### src/rtl/cdc_handshake_tx.sv
`default_nettype none
// ============================================================================
// Module   : cdc_handshake_tx
// Purpose  : Source side of a four-phase req/ack clock-domain crossing. A word
//            accepted on a valid/ready interface is held on tx_data, tx_req is
//            raised, and the block waits for the remote (asynchronous) ack to
//            rise and then fall before reporting completion with done.
// Ports    : clk, rst              - clock, synchronous active-high reset
//            in_valid/in_ready     - accept handshake (in_ready combinational)
//            in_data               - word to send, sampled on the accept edge
//            tx_req, tx_data       - registered request and held data
//            tx_ack                - asynchronous ack from the remote domain
//            done                  - one-cycle pulse on transfer completion
//            busy                  - high whenever the FSM is not idle
//            err                   - one-cycle pulse on ack timeout
// Options  : ACK_TIMEOUT_EN        - enables the REQ/RELEASE timeout counter;
//                                    without it err is constant 0.
// Revision : 1.0 - initial release
// ============================================================================
module cdc_handshake_tx #(
    parameter int DATA_WIDTH     = 4,
    parameter int SYNC_STAGES    = 2,
    parameter int TIMEOUT_CYCLES = 255
) (
    input  logic                  clk,
    input  logic                  rst,
    input  logic                  in_valid,
    output logic                  in_ready,
    input  logic [DATA_WIDTH-1:0] in_data,
    output logic                  tx_req,
    output logic [DATA_WIDTH-1:0] tx_data,
    input  logic                  tx_ack,
    output logic                  done,
    output logic                  busy,
    output logic                  err
);

    // Elaboration-time guard on the configuration.
    if (SYNC_STAGES < 2 || TIMEOUT_CYCLES < 1) begin : g_param_check
        $error("cdc_handshake_tx: SYNC_STAGES must be >= 2 and TIMEOUT_CYCLES >= 1");
    end

    typedef enum logic [1:0] {
        S_IDLE    = 2'd0,
        S_SETUP   = 2'd1,
        S_REQ     = 2'd2,
        S_RELEASE = 2'd3
    } state_t;

    state_t                  state_q, state_d;
    logic                    tx_req_q, tx_req_d;
    logic [DATA_WIDTH-1:0]   tx_data_q, tx_data_d;
    logic                    done_q, done_d;
    logic [SYNC_STAGES-1:0]  ack_sync_q;
    logic                    ack_sync;

    // Only the last synchroniser stage is ever looked at by the FSM.
    assign ack_sync = ack_sync_q[SYNC_STAGES-1];

`ifdef ACK_TIMEOUT_EN
    localparam int CNT_W = $clog2(TIMEOUT_CYCLES + 1);

    logic [CNT_W-1:0] cnt_q, cnt_d;
    logic [CNT_W-1:0] cnt_inc;
    logic             err_q, err_d;
    logic             timeout;

    // cnt_inc is the number of cycles spent in the waiting state including
    // the current one, so the abort fires after exactly TIMEOUT_CYCLES cycles.
    assign cnt_inc = cnt_q + 1'b1;
    assign timeout = (cnt_inc == CNT_W'(TIMEOUT_CYCLES));
`endif

    always_comb begin
        state_d   = state_q;
        tx_req_d  = tx_req_q;
        tx_data_d = tx_data_q;
        done_d    = 1'b0;
        in_ready  = 1'b0;
`ifdef ACK_TIMEOUT_EN
        cnt_d     = cnt_q;
        err_d     = 1'b0;
`endif
        case (state_q)
            S_IDLE: begin
                // A stale ack (after reset or abort) must be released by the
                // remote before a new request can start.
                in_ready = ~ack_sync;
                if (in_valid && !ack_sync) begin
                    tx_data_d = in_data;
                    state_d   = S_SETUP;
                end
            end
            S_SETUP: begin
                tx_req_d = 1'b1;
                state_d  = S_REQ;
`ifdef ACK_TIMEOUT_EN
                cnt_d    = '0;
`endif
            end
            S_REQ: begin
                if (ack_sync) begin
                    tx_req_d = 1'b0;
                    state_d  = S_RELEASE;
`ifdef ACK_TIMEOUT_EN
                    cnt_d    = '0;
                end else if (timeout) begin
                    tx_req_d = 1'b0;
                    err_d    = 1'b1;
                    state_d  = S_IDLE;
                end else begin
                    cnt_d    = cnt_inc;
`endif
                end
            end
            S_RELEASE: begin
                if (!ack_sync) begin
                    done_d  = 1'b1;
                    state_d = S_IDLE;
`ifdef ACK_TIMEOUT_EN
                end else if (timeout) begin
                    err_d   = 1'b1;
                    state_d = S_IDLE;
                end else begin
                    cnt_d   = cnt_inc;
`endif
                end
            end
            default: begin
                state_d  = S_IDLE;
                tx_req_d = 1'b0;
            end
        endcase
    end

    always_ff @(posedge clk) begin
        if (rst) begin
            state_q    <= S_IDLE;
            tx_req_q   <= 1'b0;
            tx_data_q  <= '0;
            done_q     <= 1'b0;
            ack_sync_q <= '0;
        end else begin
            state_q    <= state_d;
            tx_req_q   <= tx_req_d;
            tx_data_q  <= tx_data_d;
            done_q     <= done_d;
            ack_sync_q <= {ack_sync_q[SYNC_STAGES-2:0], tx_ack};
        end
    end

`ifdef ACK_TIMEOUT_EN
    always_ff @(posedge clk) begin
        if (rst) begin
            cnt_q <= '0;
            err_q <= 1'b0;
        end else begin
            cnt_q <= cnt_d;
            err_q <= err_d;
        end
    end

    assign err = err_q;
`else
    assign err = 1'b0;
`endif

    assign tx_req  = tx_req_q;
    assign tx_data = tx_data_q;
    assign done    = done_q;
    assign busy    = (state_q != S_IDLE);

endmodule
`default_nettype wire
### config.mk
export PLATFORM = sky130hd
export DESIGN_NAME = cdc_handshake_tx
export DESIGN_NICKNAME = d
export VERILOG_FILES = /design/src/rtl/cdc_handshake_tx.sv
export SDC_FILE = /design/constraint.sdc
export NUM_CORES = 1
export LEC_CHECK = 0
export CAP_MARGIN = 20
export CORE_AREA = 2 2 39 41
export CTS_CLUSTER_SIZE = 28
export DETAILED_ROUTE_END_ITERATION = 12
export DIE_AREA = 0 0 41 43
export PLACE_DENSITY = 0.75
export SETUP_SLACK_MARGIN = 0.2
export SYNTH_ARGS = -nofsm -noshare
export SYNTH_HDL_FRONTEND = slang
export SYNTH_SLANG_ARGS = --single-unit
export TNS_END_PERCENT = 10
### constraint.sdc
create_clock -name clk -period 2.56 [get_ports clk]
set_input_delay 0.256 -clock clk [delete_from_list [all_inputs] [get_ports clk]]
set_output_delay 0.256 -clock clk [all_outputs]
set_load 0.1 [all_outputs]
Yosys cells after proc, flatten, opt, wreduce, memory -nomap -nowiden
Index checks and enable logic that the tools add are counted.
{"block": "totals", "word_cells": 30, "mem_bits_rw": 0, "in_bits": 8, "out_inout_bits": 9, "memories": 0, "latch_bits": 0, "mem_bits_ro": 0, "ff_bits": 10}
{"block": "op_classes", "addsub": 0, "shifts": 0, "n_lt_le_gt_ge": 0, "bitwise_logic": 2, "n_eq_ne": 6, "n_reduce_logical": 9, "muxes": 8, "n_mul": 0, "div": 0}
{"operator": "$pmux 2 s4", "n": 1}
{"operator": "$mux 2", "n": 3}
{"operator": "$ne 2x2->1 const B", "n": 3}
{"operator": "$eq 2x2->1 const B", "n": 2}
{"operator": "$reduce_and 2->1", "n": 2}
{"operator": "$reduce_bool 2->1", "n": 2}
{"operator": "$mux 1", "n": 3}
{"operator": "$reduce_and 3->1", "n": 1}
{"operator": "$eq 2x1->1 const B", "n": 1}
{"operator": "$logic_not 2->1", "n": 1}
{"operator": "$not 1->1", "n": 2}
{"operator": "$pmux 1 s2", "n": 1}
{"operator": "$reduce_or 2->1", "n": 1}
{"operator": "$logic_and 1x1->1", "n": 1}
{"operator": "$logic_not 1->1", "n": 1}

Longest topological paths before layout
{"block": "logic_depth", "word_depth": 4, "depth_mapped": 5, "depth_no_buf": 5}

Least setup slack after synthesis
No wires, ideal clock.
{"block": "synth_timing", "kind": "register to output", "start": "register state_q[0]", "end": "output port in_ready", "setup_slack_ns": -0.159, "required_ns": 2.304, "stages_incl_launch_ff": 5, "t_arrival_ns": 2.463, "n_path_buf": 0, "path_cell_list": "dfxtp_1 -> inv_1 -> ha_1 -> inv_1 -> nor2_1"}
{"block": "synth_between", "elab_chain_len": 2}
{"item": "start: declaration", "line_no": "50", "rtl": "state_t state_q, state_d;"}
{"item": "start signal: assignment", "line_no": "144", "rtl": "state_q <= state_d;"}
{"item": "$logic_not 2->1", "line_no": "84", "rtl": "case (state_q)"}
{"item": "$mux 1", "line_no": "84"}
{"item": "end: declaration", "line_no": "28", "rtl": "output logic in_ready,"}
Every way passes these cells.

Worst setup path after layout
Ends and elaborated chain as after synthesis.

==> impl_metrics.tcl <==
set metrics [dict create \
    cts_sinks 10 \
    status "finished, final reports clean" \
    worstPathRequired_ns 2.30 \
    totalNegativeSetupSlack_ns 0 \
    die_area_mm2 0.001763 \
    synth_top_area_share_pct 42.11 \
    rsz0062_at_grt "false" \
    yosys_warnings 0 \
    hold_buffers 0 \
    period_share_pct 66.17 \
    cp-end-kind "output port" \
    cap_violations 0 \
    slowest_delay_ns 0.34 \
    dpl.hpwl_um 670.1 \
    dieWidth_um 41 \
    multiInputGateArea_um2 255.2 \
    root_buffer "clkbuf_4" \
    ys_types 17 \
    grt_pass1_wl_um 1345 \
    hold_end "ack_sync_q[1]" \
    holdCritStartpoint "ack_sync_q[0]" \
    route.detailed.drc 0 \
    fmax_mhz 590.4 \
    hold_path.class "register to register" \
    numCtsBuffers 3 \
    antenna_found_initial 0 \
    fill_cells 141 \
    skew_ns 0.001815 \
    syn_inst 48 \
    cp_cell_sequence "inv_1, ha_1, inv_1, nor2_2, buf_4" \
    register_area_um2 200.2 \
    grt_pass1_vias 334 \
    arrival_ns 1.44 \
    startpoint "state_q[0]" \
    yosys-top-cells-area "dfxtp_1, ha_1, mux2i_1" \
    drt-total-wl_um 822 \
    num_rows 14 \
    cts.path.max_buffers 2 \
    io_buffer_count 15 \
    r2r-start "state_q[0]" \
    syn_avg_cell_area_um2 9.905 \
    synth_nets 61 \
    synth_seq_cells 10 \
    cts-resized-gates 0 \
    fin_crit_ns 1.694 \
    coreArea_mm2 0.001384 \
    drv_slew 0 \
    drive_above_1_share_pct 23.44 \
    final_nets 79 \
    setup-violations-final 0 \
    grt_overflow 0 \
    cp-start-kind "register" \
    cp_slowest_cell "dfxtp_1" \
    io_pins 17 \
    yosysTopAreaCell "dfxtp_1" \
    h-tree-depth 1 \
    rr_endpoint "tx_data[0]" \
    viasPerCell 4.500 \
    gp_congestion 0.6314 \
    initial_utilization_pct 34.36 \
    seq_area_frac_synth_pct 42.11 \
    rrSetupSlack_ns 1.26 \
    clk_transition_reported_paths_ns 0.07 \
    vias 360 \
    ant_nets 0 \
    crit_top_cell "inv_1" \
    routedWlPerCell_um 10.28 \
    area_growth_pct 34.47 \
    path_class "register to output port" \
    reg2regPathDepth 5 \
    grt_max_degree 13 \
    syn_area_um2 475.5 \
    dr.pass1.iters 4 \
    die_h_um 43 \
    clkLatencyLatePin_ns 0.27 \
    grtUsageTotal_pct 11.59 \
    n_antenna_cell 0 \
    cts_tree "done" \
    worstHoldPathCells 1 \
    cts_setup_buffers 0 \
    hold_violations 0 \
    path_max_fanout 4 \
    drt_iter0_drc 3 \
]
==> worst max path at each step <==
stage               endpoint  slack (ns)  cells after the start
floorplan           in_ready        0.29                      4
global placement    in_ready        1.17                      5
detailed placement  in_ready        1.14                      5
CTS                 in_ready        0.84                      5
global route        in_ready        0.75                      5
finish              in_ready        0.87                      5
==> layout by cell type, fill, tap and decap left out <==
| cell | count |
|---|---|
| nand3b_2 | 1 |
| nor2_2 | 1 |
| o21bai_1 | 1 |
| conb_1 | 1 |
| a21oi_2 | 1 |
| clkdlybuf4s50_1 | 7 |
| a21oi_1 | 1 |
| nor2b_1 | 3 |
| nand2_1 | 1 |
| nor2_1 | 6 |
| nand2b_1 | 4 |
| buf_4 | 8 |
| ha_1 | 5 |
| mux2i_1 | 6 |
| dfxtp_1 | 10 |
| nor3b_2 | 1 |
| nor3b_1 | 1 |
| clkbuf_4 | 3 |
| inv_1 | 3 |
==> flip-flops by register name, indices dropped and copies added, names as in the netlist <==
signal / flops
ack_sync_q: 2
tx_req: 1
tx_data: 4
state_q: 2
done: 1
==> through the flow <==
stage,cells,setup WS [ns],cell area (µm²),hold slack (ns),util [%]
after floorplan,48,0.2947,478.0,0.3842,-
after global placement,77,1.173,616.8,0.4203,44.57
after detailed placement,77,1.137,616.8,0.4239,44.57
after CTS,80,0.8389,639.4,0.4396,46.20
after global routing,80,0.7480,639.4,0.4692,46.20
final,80,0.8661,639.4,0.4371,46.20
==> layout make-up <==
| class | count | share of cell area (%) |
|---|---|---|
| Timing Repair Buffer | 15 | 20.35 |
| Inverter | 3 | 1.761 |
| Clock buffer | 3 | 3.523 |
| Multi-Input combinational cell | 33 | 39.92 |
| Tap cell | 16 | 3.131 |
| Sequential cell | 10 | 31.31 |
==> worst max-delay path: cells and delay by family, from the launching register on <==
family	cells	cell delay [ns]
DFF	1	0.34
adders and majority gates	1	0.24
and+or+nand+nor	1	0.10
buffers and inverters	3	0.48
==> kinds of logic (layout without fill, tap and decap cells) <==
| family | count (synthesis) | count (layout) | share of synthesized area (%) |
|---|---|---|---|
| flops | 10 | 10 | 42.10 |
| buf+inv | 5 | 21 | 4.737 |
| other cells | 1 | 1 | 0.7887 |
| mux | 6 | 6 | 12.63 |
| fa+ha+maj | 5 | 5 | 13.16 |
| simple gates | 18 | 18 | 22.11 |
| compound gates | 3 | 3 | 4.474 |
==> synth_stat cells <==
master	count
nand3b_2	1
nor3b_1	1
o21bai_1	1
dfxtp_1	10
nor3b_2	1
nand2_1	1
nand2b_1	4
inv_1	3
nor2b_1	3
buf_4	1
nor2_1	7
a21oi_2	1
mux2i_1	6
a21oi_1	1
conb_1	1
ha_1	5
clkbuf_1	1
==> per-layer routing <==
metal | part of all wire (%) | routed length, µm | vias up | global-route usage (%)
li1 | - | - | 184 | -
met2 | 55 | 450 | 7 | 15.94
met4 | 1.9 | 16 | 0 | 12.00
met3 | 1.8 | 15 | 2 | 1.571
met5 | 0 | 0 | - | 0
met1 | 41 | 339 | 167 | 14.01
Power is left out: the tool's default activity adds up to more than one toggle a clock period on the data nets, which glitch-free logic cannot reach.
